[config.mk]
export PLATFORM = sky130hd
export DESIGN_NAME = apb_master_q
export DESIGN_NICKNAME = d
export VERILOG_FILES = /design/src/rtl/apb_master_q.sv
export SDC_FILE = /design/constraint.sdc
export NUM_CORES = 1
export LEC_CHECK = 0
export BUFFER_PORTS_ARGS = -buffer_cell sky130_fd_sc_hd__buf_2
export CAP_MARGIN = 0
export CORE_ASPECT_RATIO = 0.6
export CORE_MARGIN = 5
export CORE_UTILIZATION = 30
export CTS_BUF_LIST = sky130_fd_sc_hd__clkbuf_8
export DETAILED_ROUTE_END_ITERATION = 10
export SYNTH_ARGS = -nofsm -noshare
export SYNTH_HDL_FRONTEND = slang
export SYNTH_SLANG_ARGS = --single-unit
[constraint.sdc]
create_clock -name pclk -period 13.2 [get_ports pclk]
set_input_delay 0 -clock pclk [delete_from_list [all_inputs] [get_ports pclk]]
set_output_delay 0 -clock pclk [all_outputs]
set_load 0.01 [all_outputs]
[src/rtl/apb_master_q.sv]
// apb_master_q: queued APB3 master.
// Commands enter a FIFO through a valid/ready handshake. The FSM issues them on
// the APB bus one at a time, decoding the slave from the top address bits. One
// response per command comes back, in order, through a response FIFO.
//
// Ports:
//   pclk, presetn              clock; synchronous active-high reset
//   cmd_valid/ready            command handshake (ready = command FIFO not full)
//   cmd_write/addr/wdata       command payload
//   rsp_valid/ready            response handshake (valid = response FIFO not empty)
//   rsp_rdata/err/timeout      response payload (rdata is 0 for writes and errors)
//   psel/penable/paddr/pwrite/pwdata   APB request signals
//   prdata/pready/pslverr      APB completion signals
//
// state  | meaning
// IDLE   | no transfer in flight; launches a command or retires a decode error
// SETUP  | psel asserted, penable low
// ACCESS | penable high, waiting for pready or timeout
module apb_master_q #(
  parameter int ADDR_W     = 8,
  parameter int DATA_W     = 32,
  parameter int NUM_SLV    = 3,
  parameter int FIFO_DEPTH = 4,
  parameter int TIMEOUT    = 16
) (
  input  logic               pclk,
  input  logic               presetn,
  input  logic               cmd_valid,
  output logic               cmd_ready,
  input  logic               cmd_write,
  input  logic [ADDR_W-1:0]  cmd_addr,
  input  logic [DATA_W-1:0]  cmd_wdata,
  output logic               rsp_valid,
  input  logic               rsp_ready,
  output logic [DATA_W-1:0]  rsp_rdata,
  output logic               rsp_err,
  output logic               rsp_timeout,
  output logic [NUM_SLV-1:0] psel,
  output logic               penable,
  output logic [ADDR_W-1:0]  paddr,
  output logic               pwrite,
  output logic [DATA_W-1:0]  pwdata,
  input  logic [DATA_W-1:0]  prdata,
  input  logic               pready,
  input  logic               pslverr
);

  localparam int SEL_W = $clog2(NUM_SLV);
  localparam int PTR_W = $clog2(FIFO_DEPTH);
  localparam int CMD_W = 1 + ADDR_W + DATA_W;
  localparam int RSP_W = DATA_W + 2;
  localparam int CNT_W = (TIMEOUT > 1) ? $clog2(TIMEOUT + 1) : 1;
  localparam logic [SEL_W:0]   NSLV    = (SEL_W+1)'(NUM_SLV);
  localparam logic [PTR_W+1:0] DEPTH_L = (PTR_W+2)'(FIFO_DEPTH);
  localparam logic [PTR_W:0]   PTR_ONE = (PTR_W+1)'(1);
  localparam logic [CNT_W-1:0] CNT_ONE = CNT_W'(1);
  localparam logic [CNT_W-1:0] TO_LAST = CNT_W'((TIMEOUT > 0) ? TIMEOUT - 1 : 0);

  typedef enum logic [1:0] {IDLE, SETUP, ACCESS} state_t;

  state_t state, state_nxt;

  // command FIFO
  logic [CMD_W-1:0] cmd_mem [FIFO_DEPTH];
  logic [PTR_W:0]   cmd_wp, cmd_rp;
  logic             cmd_full, cmd_empty, cmd_push, cmd_pop;
  logic             h_write;
  logic [ADDR_W-1:0] h_addr;
  logic [DATA_W-1:0] h_wdata;
  logic [SEL_W-1:0]  h_idx;
  logic              h_dec_ok;

  assign cmd_empty = (cmd_wp == cmd_rp);
  assign cmd_full  = (cmd_wp[PTR_W] != cmd_rp[PTR_W]) &&
                     (cmd_wp[PTR_W-1:0] == cmd_rp[PTR_W-1:0]);
  assign cmd_ready = !presetn && !cmd_full;
  assign cmd_push  = cmd_valid && cmd_ready;
  assign {h_write, h_addr, h_wdata} = cmd_mem[cmd_rp[PTR_W-1:0]];
  assign h_idx     = h_addr[ADDR_W-1 -: SEL_W];
  assign h_dec_ok  = ({1'b0, h_idx} < NSLV);

  always_ff @(posedge pclk) begin
    if (cmd_push) cmd_mem[cmd_wp[PTR_W-1:0]] <= {cmd_write, cmd_addr, cmd_wdata};
  end

  // response FIFO
  logic [RSP_W-1:0] rsp_mem [FIFO_DEPTH];
  logic [PTR_W:0]   rsp_wp, rsp_rp, rsp_occ;
  logic [PTR_W+1:0] rsp_occ_nxt;
  logic [RSP_W-1:0] rsp_head;
  logic             rsp_push, rsp_pop, xfer_done, launch_ok;
  logic [DATA_W-1:0] push_rdata;
  logic             push_err, push_to;

  assign rsp_valid = (rsp_wp != rsp_rp);
  assign rsp_pop   = rsp_valid && rsp_ready;
  assign rsp_occ   = rsp_wp - rsp_rp;
  assign rsp_head  = rsp_mem[rsp_rp[PTR_W-1:0]];
  assign rsp_rdata   = rsp_valid ? rsp_head[RSP_W-1:2] : '0;
  assign rsp_err     = rsp_valid && rsp_head[1];
  assign rsp_timeout = rsp_valid && rsp_head[0];

  always_ff @(posedge pclk) begin
    if (rsp_push) rsp_mem[rsp_wp[PTR_W-1:0]] <= {push_rdata, push_err, push_to};
  end

  // A new command may only start if its eventual response already has a slot,
  // counting this cycle's completion push and consumer pop.
  assign xfer_done   = (state == ACCESS) && pready;
  assign rsp_occ_nxt = {1'b0, rsp_occ} + {{(PTR_W+1){1'b0}}, xfer_done}
                                       - {{(PTR_W+1){1'b0}}, rsp_pop};
  assign launch_ok   = !cmd_empty && (rsp_occ_nxt < DEPTH_L);

  logic [CNT_W-1:0] wait_cnt, wait_cnt_nxt;
  logic             load;

  // state register
  always_ff @(posedge pclk) begin
    if (presetn) state <= IDLE;
    else         state <= state_nxt;
  end

  // next state, FIFO control and response payload
  always_comb begin
    state_nxt  = state;
    cmd_pop    = 1'b0;
    load       = 1'b0;
    rsp_push   = 1'b0;
    push_rdata = '0;
    push_err   = 1'b0;
    push_to    = 1'b0;
    case (state)
      IDLE: begin
        if (launch_ok) begin
          cmd_pop = 1'b1;
          if (h_dec_ok) begin
            load      = 1'b1;
            state_nxt = SETUP;
          end else begin
            rsp_push = 1'b1;
            push_err = 1'b1;
          end
        end
      end
      SETUP: state_nxt = ACCESS;
      ACCESS: begin
        if (pready) begin
          rsp_push   = 1'b1;
          push_rdata = (pwrite || pslverr) ? '0 : prdata;
          push_err   = pslverr;
          if (launch_ok && h_dec_ok) begin
            cmd_pop   = 1'b1;
            load      = 1'b1;
            state_nxt = SETUP;
          end else begin
            state_nxt = IDLE;
          end
        end else if (TIMEOUT != 0 && wait_cnt == TO_LAST) begin
          rsp_push  = 1'b1;
          push_err  = 1'b1;
          push_to   = 1'b1;
          state_nxt = IDLE;
        end
      end
      default: state_nxt = IDLE;
    endcase
  end

  // APB output and wait counter next values
  logic [NUM_SLV-1:0] psel_nxt;
  logic               penable_nxt, pwrite_nxt;
  logic [ADDR_W-1:0]  paddr_nxt;
  logic [DATA_W-1:0]  pwdata_nxt;

  always_comb begin
    psel_nxt     = psel;
    penable_nxt  = penable;
    paddr_nxt    = paddr;
    pwrite_nxt   = pwrite;
    pwdata_nxt   = pwdata;
    wait_cnt_nxt = wait_cnt;
    if (load) begin
      psel_nxt     = NUM_SLV'(1) << h_idx;
      penable_nxt  = 1'b0;
      paddr_nxt    = h_addr;
      pwrite_nxt   = h_write;
      pwdata_nxt   = h_write ? h_wdata : '0;
      wait_cnt_nxt = '0;
    end else if (state == SETUP) begin
      penable_nxt = 1'b1;
    end else if (state == ACCESS && state_nxt == IDLE) begin
      psel_nxt    = '0;
      penable_nxt = 1'b0;
      paddr_nxt   = '0;
      pwrite_nxt  = 1'b0;
      pwdata_nxt  = '0;
    end else if (state == ACCESS && !pready && TIMEOUT != 0) begin
      wait_cnt_nxt = wait_cnt + CNT_ONE;
    end
  end

  always_ff @(posedge pclk) begin
    if (presetn) begin
      psel     <= '0;
      penable  <= 1'b0;
      paddr    <= '0;
      pwrite   <= 1'b0;
      pwdata   <= '0;
      wait_cnt <= '0;
      cmd_wp   <= '0;
      cmd_rp   <= '0;
      rsp_wp   <= '0;
      rsp_rp   <= '0;
    end else begin
      psel     <= psel_nxt;
      penable  <= penable_nxt;
      paddr    <= paddr_nxt;
      pwrite   <= pwrite_nxt;
      pwdata   <= pwdata_nxt;
      wait_cnt <= wait_cnt_nxt;
      if (cmd_push) cmd_wp <= cmd_wp + PTR_ONE;
      if (cmd_pop)  cmd_rp <= cmd_rp + PTR_ONE;
      if (rsp_push) rsp_wp <= rsp_wp + PTR_ONE;
      if (rsp_pop)  rsp_rp <= rsp_rp + PTR_ONE;
    end
  end

endmodule

Yosys cells after proc, flatten, opt, wreduce, memory -nomap -nowiden
Memories as Yosys holds them, arrays and structs flattened. A register that Yosys moved wholly into a read port is not among the register bits.
Cells that the tools add are included.
{"block": "word_totals", "ramBits": 300, "word_cells": 105, "in_bits": 79, "memories": 2, "register_bits": 64}
{"name": "cmd_mem", "depth": 4, "width": 41, "rd": 1, "rd_ports_with_merged_regs": 1, "write_ports": 1, "line_no": "64", "text": "logic [CMD_W-1:0] cmd_mem [FIFO_DEPTH];"}
{"name": "rsp_mem", "depth": 4, "width": 34, "rd": 1, "rd_ports_with_merged_regs": 1, "write_ports": 1, "line_no": "87", "text": "logic [RSP_W-1:0] rsp_mem [FIFO_DEPTH];"}
{"block": "op_classes", "mux": 48, "addsub": 8, "bitwise": 2, "n_lt_le_gt_ge": 2, "shifts": 1, "eq_ne": 8, "reduce_logical": 23}
{"operator": "two-way mux 32 bit", "count": 8}
{"operator": "two-way mux 8 bit", "count": 3}
{"operator": "two-way mux 1 bit", "count": 21}
{"operator": "two-way mux 2 bit", "count": 8}
{"operator": "adder 3 x 1 -> 3 bit (second input constant)", "count": 4}
{"operator": "logical AND 1 bit", "count": 11}
{"operator": "two-way mux 3 bit", "count": 3}
{"operator": "one-hot mux 1 bit (2 select lines)", "count": 4}
{"operator": "one-hot mux 2 bit (3 select lines)", "count": 1}
{"operator": "adder 5 x 1 -> 5 bit (second input constant)", "count": 1}
{"operator": "equality test 5 x 4 -> 1 bit (second input constant)", "count": 1}
{"operator": "adder 3 x 1 -> 4 bit", "count": 1}
{"operator": "zero test 1 bit", "count": 4}
{"operator": "zero test 2 bit", "count": 2}
{"operator": "< comparator 4 x 3 -> 1 bit (second input constant)", "count": 1}
{"operator": "nonzero test 2 bit", "count": 2}
{"operator": "subtractor 4 x 1 -> 4 bit", "count": 1}
{"operator": "equality test 3 bit", "count": 1}
{"operator": "inequality test 3 bit", "count": 1}
{"operator": "AND reduction 3 bit", "count": 1}
{"operator": "left shift 1 x 2 -> 3 bit (first input constant)", "count": 1}
{"operator": "subtractor 3 bit", "count": 1}
{"operator": "equality test 2 x 1 -> 1 bit (second input constant)", "count": 1}
{"operator": "equality test 2 bit", "count": 1}
{"operator": "8 further kinds", "count": 9}

Logic depth before layout (Yosys ltp)
Gate-level depths: netlist of the first run.
{"block": "depth", "word_depth": 15, "depth_mapped": 15, "ltp_nobuf": 12}

Worst setup path before layout of the first run
No wires, ideal clock.
{"block": "synth_timing", "path_type": "register -> register", "startpoint": "register rsp_wp[0]", "endpoint": "memory rsp_mem[0][0] (netlist bit) (enable)", "path_stages_with_launch": 14, "setup_slack_ps": 8474, "required_time_ps": 12771, "arrival_time_ps": 4297, "path_buffers": 1, "path_cell_list": "dfxtp_1 -> inv_1 -> ha_1 -> nand3_1 -> clkbuf_1 -> and2_1 -> ha_1 -> inv_1 -> ha_1 -> nor3b_1 -> or2_2 -> a311o_1 -> a31oi_1 -> nor2b_1"}
{"block": "synth_between", "elab_chain_len": 9, "elab_cells_between_ends": 11}
{"item": "start, declared", "line_no": "88", "text": "logic [PTR_W:0] rsp_wp, rsp_rp, rsp_occ;"}
{"item": "start signal, assigned", "line_no": "223", "text": "if (rsp_push) rsp_wp <= rsp_wp + PTR_ONE;"}
{"item": "inequality test 3 bit", "line_no": "95", "text": "assign rsp_valid = (rsp_wp != rsp_rp);"}
{"item": "logical AND 1 bit", "line_no": "96", "text": "assign rsp_pop = rsp_valid && rsp_ready;"}
{"item": "named net rsp_pop", "line_no": "91", "text": "logic rsp_push, rsp_pop, xfer_done, launch_ok;"}
{"item": "subtractor 4 x 1 -> 4 bit", "line_no": "111", "text": "- {{(PTR_W+1){1'b0}}, rsp_pop};"}
{"item": "< comparator 4 x 3 -> 1 bit", "line_no": "112", "text": "assign launch_ok = !cmd_empty && (rsp_occ_nxt < DEPTH_L);"}
{"item": "logical AND 1 bit", "line_no": "112"}
{"item": "two-way mux 1 bit", "line_no": "134", "text": "if (launch_ok) begin"}
{"item": "one-hot mux 1 bit (2 select lines)", "line_no": "132", "text": "case (state)"}
{"item": "two-way mux 1 bit", "line_no": "104", "text": "if (rsp_push) rsp_mem[rsp_wp[PTR_W-1:0]] <= {push_rdata, push_err, push_to};"}
{"item": "two-way mux 1 bit (implied by the code)", "line_no": "104"}
{"item": "end, declared", "line_no": "87"}
The timed path passes the listed nets, and every way through them passes these cells.

Worst setup path in the final report of the first run
{"block": "layout_timing", "startpoint": "register rsp_wp[0]", "endpoint": "register paddr[5]"}
{"block": "layout_between", "elab_chain_len": 13, "elab_cells_between_ends": 22}
{"item": "inequality test 3 bit *", "line_no": "95"}
{"item": "logical AND 1 bit *", "line_no": "96"}
{"item": "named net rsp_pop", "line_no": "91"}
{"item": "subtractor 4 x 1 -> 4 bit *", "line_no": "111"}
{"item": "< comparator 4 x 3 -> 1 bit *", "line_no": "112"}
{"item": "logical AND 1 bit *", "line_no": "112"}
{"item": "logical AND 1 bit", "line_no": "151", "text": "if (launch_ok && h_dec_ok) begin"}
{"item": "two-way mux 1 bit", "line_no": "151"}
{"item": "two-way mux 2 bit", "line_no": "147", "text": "if (pready) begin"}
{"item": "one-hot mux 2 bit (3 select lines)", "line_no": "132"}
{"item": "zero test 2 bit", "line_no": "191", "text": "end else if (state == ACCESS && state_nxt == IDLE) begin"}
{"item": "logical AND 1 bit", "line_no": "191"}
{"item": "nonzero test 2 bit (no source line)"}
{"item": "AND reduction 2 bit (no source line)"}
{"item": "end signal, assigned", "line_no": "217", "text": "paddr <= paddr_nxt;"}
{"item": "end, declared", "line_no": "40", "text": "output logic [ADDR_W-1:0] paddr,"}
Mark *: on every way through the listed nets, which the timed path passes. The rest lies on a longest branch.
A chain may end at the register's enable or synchronous reset.

==> metrics.txt, run 1 <==
global-route wire length before repair approximately 50000 um; number of synthesized flops with an enable pin 300; Leak 6.79 nW; Fmax achieved 227 MHz; Cell Area, Synth 14500 um^2; antenna violations before repair 2; Cells after DPL approximately 1600; Syn-to-layout area delta 23.8%; Die Wd 294 um; die height 180 um; die area 53000 um^2; most common cell after layout, fill and taps aside edfxtp_1; CTS tree done; top-area cell type share of the netlist area 62.1%; CP Launch Type flop; DRC viols 0; via count 7998; vias in the first global route 8681; Gate Count Post-Synth 829; final cell count without fillers around 1800; worst relative slew slack ~22%; final hold violation count 0; Worst-path clk slew 60 ps; syn nets 926; leading area contributor after synthesis edfxtp_1; status finished clean; RSZ-0062 raised after global routing no; Hold Path Class primary input to flop; Min Hold Slack around 130 ps; Worst EP required 13700 ps; Synth Area per Inst between 15 and 20 um^2; worst-path fanout max 44; Ys Warns 0; # IOs 160; DR iter-0 viols approximately 470; FP Rows 62; pin count of the biggest net entering global routing 45; Sum Neg Setup Slack 0 ps; Max Buffers Root-to-Sink 3; leading register cell type out of synthesis edfxtp_1; CP max stage cell buf_4; worst-margin pin slew 1170 ps; post-synth cell types 50; grt total ovfl 0; RD Place Congestion 0.736; Final Instance Area 17900 um^2; CP max stage delay 630 ps; fin crit share 33.4%; max-slew violations 0; FF+latch count, synth between 300 and 400; Clk Latency, worst-skew pair 610 ps; first-pass iteration count of the detailed router 4; CTS root buf clkbuf_8; crit-path cells inv_1 > ha_1 > nand3_1 > buf_4 > and2_1 > ha_1 > inv_1 > ha_1 > nor3b_1 > nor4b_4 > a311oi_2 > or3_2 > buf_4 > mux2i_1; ys async rst share 0%; Clock Sinks approximately 370; postcts setup bufs 0; htree depth 2; starting density of the core a little over 30%; Via density 4.47; dpl cell area 16100 um^2; share of layout cells above drive strength 1 29.9%; Post-Route WL 31700 um; Core Region roughly 48000 um^2; port bufs ~160; critical path endpoint category flop; final setup vio count 0; crit path DAT about 4900 ps; Worst Skew 44.8 ps; Total Nets Final 1200; reg-to-reg slack, setup slightly below 9000 ps; ranking of synthesized cells by area edfxtp_1 62%, mux4_2 12%, dfxtp_1 9.4%; Seq/Total Area, Yosys 71.5%; most used cell, CP ha_1; cts bufs inserted 57; post-route ant nets 0; most frequent cells in the layout 300 x edfxtp_1, 159 x buf_2, 92 x nand2_1; DR WL/cell about 18 um; Max Cap Violations 0; minimum clock period 4400 ps; GRT Resource Usage Total 12.0%; critical path class flop to flop; Power per Cell Area 167 nW/um^2; VDD IR max 100 uV; DP Wirelength 19200 um
synthesized netlist by cell type, types with 9 or more instances:
master,instances
nor3_1,10
mux2i_1,45
mux4_2,75
dfxtp_1,68
edfxtp_1,300
nor2_1,19
a21oi_1,9
nand2_1,92
inv_1,14
and2_1,72
clkbuf_1,30
ha_1,17
cells by family after synthesis:
family                   count (synthesis)  synth area share (%)
multiplexers                           120                  14.8
AO/OA/AOI/OAI                           31                  1.51
flip-flops                             368                  71.5
AND/OR/NAND/NOR                        223                  7.85
adder cells (fa/ha/maj)                 18                  1.61
XOR/XNOR                                14                  1.05
buffers and inverters                   55                  1.68
critical path: cells and delay by family (launching register included):
family	cells	cell delay [ps]
and+or+nand+nor	5	1210
buffers and inverters	4	1130
adders and majority gates	3	750
AOI/OAI and AO/OA	1	540
DFF	1	390
muxes	1	260
layer usage:
metal | global-route usage (%) | part of all wire (%)
met5 | 0 | 0
met4 | 3.18 | 1.7
met3 | 2.53 | 3.8
met2 | 20.6 | 51
met1 | 15.4 | 43
power by group:
| group | switching, mW | total, mW | internal (mW) |
|---|---|---|---|
| Sequential | 0.0364 | 1.36 | 1.32 |
| Clock | 0.427 | 0.878 | 0.451 |
| Combinational | 0.411 | 0.751 | 0.340 |
| Total | 0.875 | 2.99 | 2.11 |
repair_timing:
action / in CTS / in global routing
resized for setup: 0 / 0
hold buffers: 79 / 0
hold endpoints to repair: 320 / 0
through the flow:
| step | util, % | power (mW) | setup slack [ps] |
|---|---|---|---|
| 3_5_place_dp | 33.6 | 2.13 | 8790 |
| 2_1_floorplan | - | 1.89 | 8470 |
| 4_1_cts | 37.5 | 3.04 | 8770 |
| 3_3_place_gp | 33.6 | 2.12 | 8930 |
| 6_report | 37.5 | 2.99 | 8800 |
| 5_1_grt | 37.5 | 3.16 | 8500 |
flip-flops by register name (all words and copies together), names as in the netlist, named ones only:
register and flops:
cmd_wp 3, psel 3, cmd_rp 3, pwdata 32, rsp_mem 136, state 2
rsp_rp 3, pwrite 1, wait_cnt 5, rsp_wp 3, cmd_mem 164, paddr 8
penable 1
cell type report:
| type | count | area [um^2] |
|---|---|---|
| fillers | 4482 | 29800 |
| flip-flops and latches | 368 | 10400 |
| multi-input cells | 406 | 3920 |
| repair buffers | 256 | 1720 |
| clock buffers | 62 | 853 |
| well taps | 640 | 801 |
| clock inverters | 43 | 216 |
| inverters | 14 | 52.6 |
| diodes | 2 | 5.00 |
final timing paths:
| path | start | to | depth (start not counted) |
|---|---|---|---|
| worst max-delay path | rsp_wp[0] | paddr[5] | 14 |
| worst min-delay path | cmd_wdata[10] | cmd_mem[1][10] | 2 |
| worst max register to register | rsp_wp[0] | paddr[5] | 14 |
| worst min register to register | pwdata[5] | pwdata[5] | 2 |
Note: power is estimated with default switching activity, not from simulation.
==> inputs of run 2 (changes only) <==
Clock period 13.2 ns to 4.1 ns, I/O delays scaled along.
==> metrics.txt, run 2 (synthesized netlist as in run 1, its figures left out) <==
CP Launch Type flop; RR Startpoint rsp_wp[0]; Syn-to-layout area delta 24.2%; met3 usage 2.51% (-0.012 points); hold path depth 2 (unchanged); most common cell after layout, fill and taps aside edfxtp_1; htree depth 2 (unchanged); Post-Route WL 31700 um (-0.20%); CTS tree done; minimum clock period 3800 ps (-602 ps); Clock Sinks 368 (unchanged); Worst Skew 31.4 ps (-13.3 ps); dpl cell area 16100 um^2 (+0.44%); via count 8061 (+0.79%); Power per Cell Area 539 nW/um^2 (+220%); DRC viols 0 (unchanged); starting density of the core 30.3% (unchanged); Hold Path Class primary input to flop; VDD IR max 206 uV (+110%); crit path from rsp_wp[0]; port bufs 159 (unchanged); DR WL/cell 17.7 um (about the same); pin count of the biggest net entering global routing 45 (unchanged); die height 180 um (unchanged); family with the most delay on the worst path simple AND/OR/NAND/NOR gates; Clock Power Share 29.7% (+0.3 points); most frequent cells in the layout 300 x edfxtp_1, 159 x buf_2, 92 x nand2_1; grt total ovfl 0 (unchanged); final hold violation count 0 (unchanged); max reg flops 164 (unchanged); P_int 6.85 mW (+220%); Die Wd 294 um (unchanged); stages on the worst setup path 13 (-1); GRT met2 Usage 20.3% (-0.35 points); fillers 4458 (-0.54%); postcts setup bufs 0 (unchanged); Cells after DPL 1606 (+0.062%); FP Rows 62 (unchanged); DP Wirelength 19300 um (+0.93%); max-slew violations 0 (unchanged); first-pass iteration count of the detailed router 4 (unchanged); Total Nets Final 1201 (+0.083%); worst setup margin 298 ps (-8500 ps); worst relative slew slack 18.7% (-2.9 points); met1 Usage GRT 15.1% (-0.33 points); Core Region 47800 um^2 (unchanged); gr busiest metal met2; final setup vio count 0 (unchanged); DR iter-0 viols 360 (-23%); Fmax achieved 263 MHz (+16%); Setup WS pre-CTS 207 ps (-8590 ps); crit path DAT 4310 ps (-590 ps); worst-path fanout max 44 (unchanged); critical path class flop to flop; critical path endpoint category flop; Min Hold Slack 162 ps (+31.0 ps); final core utilization 37.7% (+0.13 points); status finished clean; # IOs 160 (unchanged); antenna violations before repair 1 (-1); Worst EP required 4610 ps (-9090 ps); number of cells on the worst reg-to-reg path 13 (-1); crit-path cells inv_1 > ha_1 > nand3_1 > and2_1 > ha_1 > inv_1 > ha_1 > nor3b_1 > or2_2 > a311oi_2 > or3_2 > buf_6 > mux2i_1; RSZ-0062 raised after global routing no; Leak 6.78 nW (-0.12%); CP max stage delay 650 ps (+20 ps); Clk Latency, worst-skew pair 600 ps (about the same); vias in the first global route 8617 (-0.74%); share of layout cells above drive strength 1 30.5% (+0.66 points); most used cell, CP ha_1; CTS root buf clkbuf_8; GRT Resource Usage Total 11.8% (-0.12 points); proportion of power drawn by flip-flops and latches 45.6% (about the same); fin crit share 92.7% (+59 points); ant diodes 0 (-2); Combinational Power Share 24.7% (-0.4 points); RD Place Congestion 0.735 (about the same); switching share of power 29.4% (+0.12 points); die area 53000 um^2 (unchanged); cts bufs inserted 57 (unchanged); global-route wire length before repair 49700 um (-0.66%); Max Cap Violations 0 (unchanged); Max Buffers Root-to-Sink 3 (unchanged); CP max stage cell a311oi_2; Worst-path clk slew 60 ps (about the same); Switch Pwr 2.85 mW (+230%); Buf/Inv on CP 3 (-1); Final Instance Area 18000 um^2 (+0.34%); post-route ant nets 0 (unchanged); Via density 4.51 (+1.0%); worst-margin pin slew 1220 ps (+43.7 ps); hold_sp cmd_wdata[15]; final cell count without fillers 1787 (-0.22%)
run 2: cell type report:
type / count / area, um^2 / area share [%]
Sequential cell: 368 / 10400 / 57.6
Multi-Input combinational cell: 406 / 3920 / 21.8
Timing Repair Buffer: 257 / 1800 / 9.97
Clock buffer: 60 / 826 / 4.59
Tap cell: 640 / 801 / 4.45
Clock inverter: 42 / 235 / 1.31
Inverter: 14 / 52.6 / 0.292
run 2: power by group through the flow:
stage	combinational, mW	clock (mW)	sequential, mW
2_1_floorplan	1.63	0	4.45
3_3_place_gp	2.33	0	4.50
3_5_place_dp	2.36	0	4.51
4_1_cts	2.43	2.99	4.43
5_1_grt	2.60	3.17	4.45
6_report	2.40	2.88	4.42
run 2: worst paths after layout:
path | end | slack [ps]
hold reg to reg | pwdata[4] | 460
setup / recovery | pwdata[19] | 300
setup reg to reg | pwdata[19] | 300
hold / removal | cmd_mem[3][15] | 160
run 2: metrics by stage:
stage          total power, mW  setup TNS (ps)
2_1_floorplan             6.08          -85170
3_3_place_gp              6.82               0
3_5_place_dp              6.87               0
4_1_cts                   9.85               0
5_1_grt                   10.2               0
6_report                  9.70               0
run 2: routing by layer:
| layer | wire length (um) | vias up | part of all wire, % |
|---|---|---|---|
| met5 | 13 | - | 0.041 |
| met4 | 806 | 2 | 2.5 |
| met3 | 1120 | 67 | 3.5 |
| met2 | 16000 | 132 | 50 |
| met1 | 13800 | 4129 | 43 |
| li1 | - | 3731 | - |
run 2: repair_timing:
item | 4_1_cts | 5_1_grt
gates resized for setup | 0 | 1
hold endpoints to repair | 320 | 0
hold buffers | 79 | 0
setup endpoints to repair | 0 | 43
